**config.mk**
```make
export PLATFORM = sky130hd
export DESIGN_NAME = dual_issue_decode_stage
export DESIGN_NICKNAME = d
export VERILOG_FILES = /design/src/rtl/dec_pkg.sv /design/src/rtl/rv32_inst_decode.sv /design/src/rtl/dual_issue_decode_stage.sv
export SDC_FILE = /design/constraint.sdc
export NUM_CORES = 1
export LEC_CHECK = 0
export ABC_AREA = 1
export ABC_CLOCK_PERIOD_IN_PS = 7500
export CORE_ASPECT_RATIO = 2
export CORE_UTILIZATION = 48
export CTS_CLUSTER_DIAMETER = 200
export DETAILED_ROUTE_END_ITERATION = 8
export PLACE_DENSITY = 0.78
export SYNTH_ARGS = -nofsm -noshare
export SYNTH_HDL_FRONTEND = slang
export SYNTH_SLANG_ARGS = --single-unit
```
**constraint.sdc**
```tcl
create_clock -name clk -period 7.5 [get_ports clk]
set_input_delay 1.5 -clock clk [delete_from_list [all_inputs] [get_ports clk]]
set_output_delay 1.5 -clock clk [all_outputs]
set_load 0.05 [all_outputs]
```
**src/rtl/dec_pkg.sv**
```systemverilog
// Shared decode definitions for the 2-wide RV32I decode/issue stage.
// Contents: base opcode constants, ALU op / memory size / branch condition
// encodings, the packed micro-op layout (uop_t) and its width UOP_W.
package dec_pkg;

    localparam logic [6:0] OPC_R      = 7'b0110011;
    localparam logic [6:0] OPC_I      = 7'b0010011;
    localparam logic [6:0] OPC_LOAD   = 7'b0000011;
    localparam logic [6:0] OPC_STORE  = 7'b0100011;
    localparam logic [6:0] OPC_BRANCH = 7'b1100011;

    localparam logic [6:0] F7_BASE = 7'b0000000;
    localparam logic [6:0] F7_ALT  = 7'b0100000;

    typedef enum logic [3:0] {
        ALU_ADD  = 4'd0,
        ALU_SUB  = 4'd1,
        ALU_SLL  = 4'd2,
        ALU_XOR  = 4'd3,
        ALU_SRL  = 4'd4,
        ALU_SRA  = 4'd5,
        ALU_OR   = 4'd6,
        ALU_AND  = 4'd7,
        ALU_SLT  = 4'd8,
        ALU_SLTU = 4'd9,
        ALU_NOP  = 4'd15
    } alu_op_t;

    typedef enum logic [2:0] {
        MEM_B  = 3'd0,
        MEM_H  = 3'd1,
        MEM_W  = 3'd2,
        MEM_BU = 3'd4,
        MEM_HU = 3'd5
    } mem_size_t;

    // Branch condition is the raw branch funct3 (BEQ/BNE/BLT/BGE/BLTU/BGEU).
    typedef logic [2:0] br_cond_t;

    typedef struct packed {
        alu_op_t   alu_op;
        logic [4:0] rd;
        logic [4:0] rs1;
        logic [4:0] rs2;
        logic      rs2_en;
        logic      reg_write_en;
        logic      branch_en;
        br_cond_t  br_cond;
        logic      mem_read_en;
        logic      mem_write_en;
        mem_size_t mem_size;
        logic      illegal;
    } uop_t;

    localparam int UOP_W = $bits(uop_t);

    // Loads and stores can only execute in lane B.
    function automatic logic is_mem_op(input uop_t u);
        return u.mem_read_en | u.mem_write_en;
    endfunction

endpackage

```
**src/rtl/rv32_inst_decode.sv**
```systemverilog
// Combinational single-instruction RV32I decoder (R/I/load/store/branch).
// Ports:
//   inst  in   32    raw instruction word
//   uop   out  uop_t decoded micro-op; illegal encodings give an all-zero
//                    uop with alu_op=NOP and illegal=1
//   imm   out  XLEN  sign-extended I/S/B immediate (0 for R-type/illegal)
module rv32_inst_decode
    import dec_pkg::*;
#(
    parameter int XLEN = 32
) (
    input  logic [31:0]     inst,
    output uop_t            uop,
    output logic [XLEN-1:0] imm
);

    logic [6:0] opcode;
    logic [2:0] funct3;
    logic [6:0] funct7;
    logic       legal;

    assign opcode = inst[6:0];
    assign funct3 = inst[14:12];
    assign funct7 = inst[31:25];

    always_comb begin
        uop        = '0;
        uop.alu_op = ALU_NOP;
        imm        = '0;
        legal      = 1'b0;

        case (opcode)
            OPC_R: begin
                uop.rd           = inst[11:7];
                uop.rs1          = inst[19:15];
                uop.rs2          = inst[24:20];
                uop.rs2_en       = 1'b1;
                uop.reg_write_en = 1'b1;
                legal            = 1'b1;
                if (funct7 == F7_BASE) begin
                    case (funct3)
                        3'd0:    uop.alu_op = ALU_ADD;
                        3'd1:    uop.alu_op = ALU_SLL;
                        3'd2:    uop.alu_op = ALU_SLT;
                        3'd3:    uop.alu_op = ALU_SLTU;
                        3'd4:    uop.alu_op = ALU_XOR;
                        3'd5:    uop.alu_op = ALU_SRL;
                        3'd6:    uop.alu_op = ALU_OR;
                        default: uop.alu_op = ALU_AND;
                    endcase
                end else if (funct7 == F7_ALT && funct3 == 3'd0) begin
                    uop.alu_op = ALU_SUB;
                end else if (funct7 == F7_ALT && funct3 == 3'd5) begin
                    uop.alu_op = ALU_SRA;
                end else begin
                    legal = 1'b0;
                end
            end

            OPC_I: begin
                uop.rd           = inst[11:7];
                uop.rs1          = inst[19:15];
                uop.reg_write_en = 1'b1;
                imm              = {{(XLEN-12){inst[31]}}, inst[31:20]};
                legal            = 1'b1;
                case (funct3)
                    3'd0: uop.alu_op = ALU_ADD;
                    3'd1: begin
                        uop.alu_op = ALU_SLL;
                        legal      = (funct7 == F7_BASE);
                    end
                    3'd2: uop.alu_op = ALU_SLT;
                    3'd3: uop.alu_op = ALU_SLTU;
                    3'd4: uop.alu_op = ALU_XOR;
                    3'd5: begin
                        // SRAI vs SRLI is carried by inst[30] alone.
                        uop.alu_op = inst[30] ? ALU_SRA : ALU_SRL;
                        legal      = (funct7 == F7_BASE) || (funct7 == F7_ALT);
                    end
                    3'd6:    uop.alu_op = ALU_OR;
                    default: uop.alu_op = ALU_AND;
                endcase
            end

            OPC_LOAD: begin
                uop.alu_op       = ALU_ADD;
                uop.rd           = inst[11:7];
                uop.rs1          = inst[19:15];
                uop.reg_write_en = 1'b1;
                uop.mem_read_en  = 1'b1;
                uop.mem_size     = mem_size_t'(funct3);
                imm              = {{(XLEN-12){inst[31]}}, inst[31:20]};
                legal            = (funct3 != 3'd3) && (funct3 != 3'd6) && (funct3 != 3'd7);
            end

            OPC_STORE: begin
                uop.alu_op       = ALU_ADD;
                uop.rs1          = inst[19:15];
                uop.rs2          = inst[24:20];
                uop.rs2_en       = 1'b1;
                uop.mem_write_en = 1'b1;
                uop.mem_size     = mem_size_t'(funct3);
                imm              = {{(XLEN-12){inst[31]}}, inst[31:25], inst[11:7]};
                legal            = (funct3 != 3'd3) && (funct3 != 3'd6) && (funct3 != 3'd7);
            end

            OPC_BRANCH: begin
                uop.alu_op    = ALU_SUB;
                uop.rs1       = inst[19:15];
                uop.rs2       = inst[24:20];
                uop.rs2_en    = 1'b1;
                uop.branch_en = 1'b1;
                uop.br_cond   = funct3;
                imm           = {{(XLEN-12){inst[31]}}, inst[7], inst[30:25], inst[11:8], 1'b0};
                legal         = (funct3 != 3'd2) && (funct3 != 3'd3);
            end

            default: legal = 1'b0;
        endcase

        if (!legal) begin
            uop         = '0;
            uop.alu_op  = ALU_NOP;
            uop.illegal = 1'b1;
            imm         = '0;
        end

        if (uop.rd == 5'd0) begin
            uop.reg_write_en = 1'b0;
        end
    end

endmodule

```
**src/rtl/dual_issue_decode_stage.sv**
```systemverilog
// Registered 2-wide decode/issue stage. Decodes an in-order pair (A older,
// B younger), issues both together when the pairing rules allow it, and
// otherwise issues A first and B from a holding register on a later cycle.
// Ports:
//   clk, rst                  clock, asynchronous active-high reset
//   flush                     drop all in-flight decode state
//   in_valid / in_ready       fetch-side handshake for the pair
//   inst_a, inst_b, pc_in     pair and PC of inst_a (inst_b is pc_in+4)
//   out_ready                 execute lanes accept the current outputs
//   out_valid_a/b             lane valids (A: ALU/branch, B: ALU/load/store)
//   uop_a/b, imm_a/b, pc_a/b  per-lane micro-op, immediate and PC
module dual_issue_decode_stage
    import dec_pkg::*;
#(
    parameter int XLEN        = 32,
    parameter int PC_W        = 32,
    parameter int DUAL_ISSUE  = 1,
    parameter int BRANCH_PAIR = 1
) (
    input  logic            clk,
    input  logic            rst,
    input  logic            flush,
    input  logic            in_valid,
    output logic            in_ready,
    input  logic [31:0]     inst_a,
    input  logic [31:0]     inst_b,
    input  logic [PC_W-1:0] pc_in,
    input  logic            out_ready,
    output logic            out_valid_a,
    output logic            out_valid_b,
    output uop_t            uop_a,
    output uop_t            uop_b,
    output logic [XLEN-1:0] imm_a,
    output logic [XLEN-1:0] imm_b,
    output logic [PC_W-1:0] pc_a,
    output logic [PC_W-1:0] pc_b
);

    // state | meaning
    // IDLE  | accepting pairs
    // HOLD  | younger instruction of a split pair waits in the hold register
    localparam logic [0:0] IDLE = 1'b0;
    localparam logic [0:0] HOLD = 1'b1;

    localparam bit DUAL_EN   = (DUAL_ISSUE != 0);
    localparam bit BR_PAIREN = (BRANCH_PAIR != 0);

    logic [0:0]      state_q, state_nxt;
    uop_t            dec_a, dec_b;
    logic [XLEN-1:0] dec_imm_a, dec_imm_b;

    uop_t            hold_uop_q;
    logic [XLEN-1:0] hold_imm_q;
    logic [PC_W-1:0] hold_pc_q;

    logic            out_free;
    logic            accept;
    logic            raw_hz, waw_hz, split;

    uop_t            sgl_uop;
    logic [XLEN-1:0] sgl_imm;
    logic [PC_W-1:0] sgl_pc;

    logic            load_out, latch_b;
    logic            nxt_va, nxt_vb;
    uop_t            nxt_uop_a, nxt_uop_b;
    logic [XLEN-1:0] nxt_imm_a, nxt_imm_b;
    logic [PC_W-1:0] nxt_pc_a, nxt_pc_b;

    rv32_inst_decode #(.XLEN(XLEN)) u_dec_a (
        .inst (inst_a),
        .uop  (dec_a),
        .imm  (dec_imm_a)
    );

    rv32_inst_decode #(.XLEN(XLEN)) u_dec_b (
        .inst (inst_b),
        .uop  (dec_b),
        .imm  (dec_imm_b)
    );

    assign out_free = !(out_valid_a || out_valid_b) || out_ready;
    assign in_ready = (state_q == IDLE) && out_free;
    assign accept   = in_valid && in_ready && !flush;

    // rs1 is read by every legal class; an illegal B has rs1=0, and A.rd is
    // nonzero whenever A writes, so the rs1 compare needs no enable.
    assign raw_hz = dec_a.reg_write_en &&
                    ((dec_b.rs1 == dec_a.rd) || (dec_b.rs2_en && (dec_b.rs2 == dec_a.rd)));
    assign waw_hz = dec_a.reg_write_en && dec_b.reg_write_en && (dec_b.rd == dec_a.rd);

    assign split = !DUAL_EN || is_mem_op(dec_a) || dec_a.illegal || dec_b.illegal ||
                   dec_b.branch_en || raw_hz || waw_hz || (dec_a.branch_en && !BR_PAIREN);

    // A lone instruction comes from the hold register in HOLD, else from A.
    assign sgl_uop = (state_q == HOLD) ? hold_uop_q : dec_a;
    assign sgl_imm = (state_q == HOLD) ? hold_imm_q : dec_imm_a;
    assign sgl_pc  = (state_q == HOLD) ? hold_pc_q  : pc_in;

    always_comb begin
        state_nxt = state_q;
        load_out  = 1'b0;
        latch_b   = 1'b0;
        nxt_va    = 1'b0;
        nxt_vb    = 1'b0;
        nxt_uop_a = '0;
        nxt_uop_b = '0;
        nxt_imm_a = '0;
        nxt_imm_b = '0;
        nxt_pc_a  = '0;
        nxt_pc_b  = '0;

        if ((state_q == HOLD && out_free) || (accept && split)) begin
            load_out  = 1'b1;
            latch_b   = (state_q == IDLE);
            state_nxt = (state_q == IDLE) ? HOLD : IDLE;
            if (is_mem_op(sgl_uop)) begin
                nxt_vb    = 1'b1;
                nxt_uop_b = sgl_uop;
                nxt_imm_b = sgl_imm;
                nxt_pc_b  = sgl_pc;
            end else begin
                nxt_va    = 1'b1;
                nxt_uop_a = sgl_uop;
                nxt_imm_a = sgl_imm;
                nxt_pc_a  = sgl_pc;
            end
        end else if (accept) begin
            load_out  = 1'b1;
            nxt_va    = 1'b1;
            nxt_vb    = 1'b1;
            nxt_uop_a = dec_a;
            nxt_uop_b = dec_b;
            nxt_imm_a = dec_imm_a;
            nxt_imm_b = dec_imm_b;
            nxt_pc_a  = pc_in;
            nxt_pc_b  = pc_in + PC_W'(4);
        end else if (state_q == IDLE && out_free) begin
            // Current outputs consumed with nothing new to issue: clear lanes.
            load_out = 1'b1;
        end
    end

    always_ff @(posedge clk or posedge rst) begin
        if (rst) begin
            state_q     <= IDLE;
            out_valid_a <= 1'b0;
            out_valid_b <= 1'b0;
            uop_a       <= '0;
            uop_b       <= '0;
            imm_a       <= '0;
            imm_b       <= '0;
            pc_a        <= '0;
            pc_b        <= '0;
            hold_uop_q  <= '0;
            hold_imm_q  <= '0;
            hold_pc_q   <= '0;
        end else if (flush) begin
            state_q     <= IDLE;
            out_valid_a <= 1'b0;
            out_valid_b <= 1'b0;
        end else begin
            state_q <= state_nxt;
            if (load_out) begin
                out_valid_a <= nxt_va;
                out_valid_b <= nxt_vb;
                uop_a       <= nxt_uop_a;
                uop_b       <= nxt_uop_b;
                imm_a       <= nxt_imm_a;
                imm_b       <= nxt_imm_b;
                pc_a        <= nxt_pc_a;
                pc_b        <= nxt_pc_b;
            end
            if (latch_b) begin
                hold_uop_q <= dec_b;
                hold_imm_q <= dec_imm_b;
                hold_pc_q  <= pc_in + PC_W'(4);
            end
        end
    end

endmodule

```
# After elaboration in Yosys (flattened, before gate mapping)
# Cells that the tools add are included.
# word_totals
ramBits	0
mem_bits_ro	0
latchBits	0
elab_cells	222
mem_count	0
reg_bits	288
# classes
add_sub_neg	1
n_div	0
bitwise_logic	4
shift	0
muxes	85
n_eq_ne	35
magnitude_cmp	0
n_reduce_logical	52
multipliers	0
# ops
op	count
$mux 32	16
$mux 31	9
$pmux 32 s3	2
$pmux 4 s7	4
$eq 7x6->1 const B	6
$add 32x3->32 const B	1
$mux 1	32
$mux 4	8
$pmux 4 s4	2
$mux 5	4
$logic_and 1x1->1	19
$eq 3x3->1 const B	6
$eq 5x5->1	3
$eq 7x2->1 const B	2
$eq 7x5->1 const B	2
$eq 7x7->1 const B	2
$logic_not 7->1	2
$eq 3x2->1 const B	4
$mux 6	2
$ne 3x2->1 const B	4
$ne 3x3->1 const B	4
$reduce_or 3->1	4
$logic_or 1x1->1	11
$logic_not 5->1	2
12 further kinds	26

# Longest topological paths before layout
# logic_depth
ltp_word	18
mapped_depth	24
ltp_nobuf	22

# By module
# Synthesis repeated with hierarchy kept, for this count alone.
# unflattened
cells_unflattened	2717
hier_area_um2	17878.4
# by_module_without_submodules
module	n_inst	area_each_um2	seq_area_each_um2	cells_each
dual_issue_decode_stage	1	15914.0	7206.9	2331
rv32_inst_decode	2	982.2	0.0	193

# Worst setup path after synthesis
# No wires, ideal clock.
# synth_path
path_kind	input to output
start	in out_ready
end	out in_ready
n_path_buf	0
arrival_ns	2.218
t_required_ns	6.000
slack_ns	3.782
path_stages	2
cell_sequence	a21oi_1 > nor2_1
# synth_between
elab_chain_len	2
# synth_lines
item	line	text
start: declaration	dual_issue_decode_stage.sv:28	input logic out_ready,
$logic_or 1x1->1	dual_issue_decode_stage.sv:82	assign out_free = !(out_valid_a || out_valid_b) || out_ready;
$logic_and 1x1->1	dual_issue_decode_stage.sv:83	assign in_ready = (state_q == IDLE) && out_free;
end: declaration	dual_issue_decode_stage.sv:24	output logic in_ready,
# Every way passes these cells.

# Final worst setup path
# layout_path
start	in inst_b[5]
end	reg uop_b[4] (netlist name)
# layout_between
elab_chain_len	14
elab_cells_between_ends	37
classes_between	eq/ne: 8; mux: 12; reduce/logical: 17
# layout_lines
item	line	text
start: declaration	dual_issue_decode_stage.sv:26	input logic [31:0] inst_b,
$eq 7x2->1, or another cell as far along	rv32_inst_decode.sv:32	case (opcode)
$reduce_or 2->1 (no line) or $reduce_or 3->1 (tied branches)	-	
$pmux 1 s4 or $mux 6 (tied branches)	rv32_inst_decode.sv:32	
$mux 31 (*)	rv32_inst_decode.sv:121	if (!legal) begin
$eq 5x5->1	dual_issue_decode_stage.sv:89	((dec_b.rs1 == dec_a.rd) || (dec_b.rs2_en && (dec_b.rs2 == dec_a.rd)));
$logic_and 1x1->1	dual_issue_decode_stage.sv:89	
$logic_or 1x1->1	dual_issue_decode_stage.sv:89	
$logic_and 1x1->1	dual_issue_decode_stage.sv:88	assign raw_hz = dec_a.reg_write_en &&
$logic_or 1x1->1 (2 in series)	dual_issue_decode_stage.sv:93	dec_b.branch_en || raw_hz || waw_hz || (dec_a.branch_en && !BR_PAIREN);
$logic_and 1x1->1	dual_issue_decode_stage.sv:113	if ((state_q == HOLD && out_free) || (accept && split)) begin
$logic_or 1x1->1	dual_issue_decode_stage.sv:113	
$mux 1	dual_issue_decode_stage.sv:113	
$reduce_and 2->1 (no line)	-	
end signal: assignment	dual_issue_decode_stage.sv:168	uop_b <= nxt_uop_b;
end: declaration	dual_issue_decode_stage.sv:32	output uop_t uop_b,
# Every way passes the cells marked *; elsewhere a longest branch is shown, timed or not.
# A chain may end at the register's enable or synchronous reset.

==> metrics.md <==
| Metric | Value |
|---|---|
| Run status | complete, no violations |
| Worst hold endpoint | pc_a[0] |
| Area leader, netlist | dfrtp_1 |
| Setup crit end kind | flop |
| Synth Area in Simple Gates | 42.4% |
| Max-Cap Viols | 0 |
| Final wirelength | roughly 51 mm |
| Adder-cell area share of the yosys netlist | 0.0825% |
| GRT Total Usage | 32.0% |
| Clock Latency Late Sink | 0.54 ns |
| Met2 Resource Use GR | between 50% and 60% |
| Ys Warns | 0 |
| Worst-path clk slew | 0.06 ns |
| Die ar. | 32400 sq um |
| DPL Wire Length | ~35 mm |
| Fin crit period | between 5 and 6 ns |
| Port-buffer cells | around 290 |
| Met1 Use GR | around a third |
| Setup total negative slack | 0 ns |
| Most Crowded Layer GR | met2 |
| Ys flop type | dfrtp_1 |
| Drt pass-1 iters | 5 |
| Antenna diodes | 0 |
| Hold path startpoint | pc_a[0] |
| RSZ-0062 raised after global routing | no |
| Synthesized flop and latch total | approximately 230 |
| Avg Inst Size Synth | 6.30 sq um |
| Initial DRC count | 1082 |
| Initial antenna violation count | 0 |
| Share of layout cells above drive strength 1 | ~3.6% |
| Worst R2R Start | out_valid_a |
| Flop2flop setup slack | roughly 3.6 ns |
| Max FO, Critical Path | between 50 and 60 |
| Post-DRT Antenna Nets | 0 |
| Design area | around 18000 sq um |
| CTS tree | yes |
| FFs w/ async S/R, synth | 100% |
| Synth Area in Compound Gates | approximately 7.4% |
| Overall Power | 3.56 mW |
| Largest net degree at the start of global routing | ~160 |
| Final hold violation count | 0 |
| Setup bufs post-CTS | 0 |
| Commonest non-fill, non-tap cell in the layout | nand2_1 |
| Hold WS | roughly 0.47 ns |
| # rows | just over 90 |
| Slew margin rel. | roughly 28% |
| Reg area | slightly below 6000 sq um |
| VDD IR max | 157 uV |
| Post-synth EDFFs | 0 |
| Reg2reg end | uop_b[4] |
| Post-Syn Area | ~15000 sq um |
| Via Count | roughly 16000 |
| CTS Hold Bufs | 0 |
| Reg2Reg Depth | 13 |
| CTS max path bufs | 3 |
| Initial Util | approximately half |
| DP Area | 17800 sq um |
| H-tree depth | 1 |
| Cts repair resizes | 0 |
| Post-synth top area share | between 30% and 40% |
| Ports | 294 |
| Critical Path AT | between 5 and 6 ns |
| Seq/Total Area, Yosys | 38.1% |
| Final-stage net count | 2658 |
| Static leakage | around 9.5 nW |
| Largest family of logic cells by synthesized area | simple AND/OR/NAND/NOR gates |
| Core ar. | just over 30000 sq um |
| Clock Skews | between 0.02 and 0.03 ns |
| DIE HEIGHT | 253 um |
| Via/cell ratio | 5.30 |
| Final GP Congestion | 0.965 |
| Cell count after synthesis | approximately 2400 |
| Cell variety after synth | 41 |
| Worst EP required | between 7 and 8 ns |
| Worst Hold Depth | 2 |
| Worst-margin pin slew | between 1 and 1.5 ns |
| M3 GR Usage | under 10% |
| Vias in the first global route | approximately 15000 |
| CTS buffer count | 23 |
| Slew Viols, Final | 0 |
| Die width | around 130 um |
| Synth area leaders | dfrtp_1 (38%), nand2_1 (25%), nor2_1 (8.6%), nand3_1 (6.3%), o21ai_0 (4.0%) |
| Syn Nets | around 2500 |
| Final setup vio count | 0 |
| # DRC | 0 |
| F_max | approximately 190 MHz |
| Post-Synth XOR/XNOR Area | 1.33% |
| CTS Sinks | 231 |
| Final Cycle Share | 71.8% |
| Global-route wire length before repair | between 80 and 90 mm |
| Area of the multi-input gates | a little under 8000 sq um |
| Commonest non-fill, non-tap cells in the layout | nand2_1 (1021), nor2_1 (346), clkdlybuf4s50_1 (293) |
| Overflow after GRT | 0 |
| Multiplexer share of the synthesized area | 0% |
| Setup CP Type | in -> reg |
| P&R area growth vs syn | 21.7% |
| HP Class | reg -> reg |
| Pwr per Cell Area | 193 nW/um^2 |
| Filler Cell Count | around 3000 |
| Root Buffer Master | clkbuf_16 |
| WL/cell | between 15 and 20 um |
| CP Launch Type | primary input |
[cell families after synthesis]
kind of cell    count (synthesis)
compound gates                212
flops                         231
buf+inv                       333
simple gates                 1609
xor+xnor                       23
fa+ha+maj                       1
[area by class of cell]
type | instances | area share [%]
clock inverters | 10 | 0.447
repair buffers | 312 | 16.9
flip-flops and latches | 231 | 31.3
well taps | 418 | 2.83
multi-input cells | 1845 | 42.2
inverters | 143 | 2.97
clock buffers | 29 | 3.40
[stage by stage]
step	utilization, %	instances	setup slack (ns)
floorplan	-	2409	2.98
global placement	57.3	2949	1.68
detailed placement	57.3	2949	1.67
CTS	59.6	2988	2.23
global route	59.6	2988	1.75
finish	59.6	2988	2.12
[routing by layer]
metal | wire length, um | share of wire (%) | vias to the layer above
li1 | - | - | 7720
met1 | 18400 | 36 | 7396
met2 | 26600 | 52 | 573
met3 | 2330 | 4.5 | 157
met4 | 3900 | 7.6 | 0
met5 | 0 | 0 | -
[cells in the mapped netlist (2+ instances only)]
cell type and instances:
or2_2 2, nand2_2 5, buf_4 50, o211ai_1 4, buf_2 34, xor2_1 20
a21boi_0 2, a21oi_1 18, nand3_2 4, nor2_2 5, buf_1 9, nand4_1 13
o21ai_0 121, o21a_1 2, clkbuf_8 6, inv_2 13, nor2_1 347, nand2_1 1021
a31oi_1 2, dfrtp_1 231, nor3_1 15, o22ai_1 9, inv_1 130, o21ai_1 46
xnor2_1 3, o31ai_1 4, clkbuf_1 80, buf_6 10, nand3_1 191
[sequential cells by signal (all words and copies together), names as in the netlist]
signal and flops:
hold_imm_q 13, hold_pc_q 32, hold_uop_q 31, imm_a 13
imm_b 13, out_valid_a 1, out_valid_b 1, pc_a 32
pc_b 32, state_q 1, uop_a 31, uop_b 31
[where the power goes]
part | switching [mW] | internal, mW | total [mW]
sequential | 0.0664 | 1.36 | 1.42
clock | 0.521 | 0.627 | 1.15
combinational | 0.694 | 0.295 | 0.989
total | 1.28 | 2.28 | 3.56
[worst max path at each step]
stage                from       endpoint  slack, ns
2_1_floorplan         rst  hold_imm_q[0]       2.98
3_3_place_gp   inst_b[25]       uop_b[4]       1.68
3_5_place_dp    inst_b[5]       uop_b[5]       1.67
4_1_cts         inst_b[5]       uop_b[5]       2.23
5_1_grt         inst_b[0]       uop_b[5]       1.75
6_report        inst_b[5]       uop_b[4]       2.12
[critical path, stage by stage]
cell and delay (ns):
clkdlybuf4s50_1 0.60, inv_2 0.11, nor4_2 0.61, nand2_1 0.11
nand3_1 0.12, buf_4 0.30, nand2_1 0.23, xnor2_1 0.30
nand3_1 0.12, nand2_1 0.07, nand2_1 0.06, nand3_2 0.14
nand2_8 0.21, nand2_4 0.40, buf_4 0.46, nand2_1 0.09
nand2_1 0.18, nand2_1 0.08, nand2_1 0.08
Note: power is estimated with default switching activity, not from simulation.
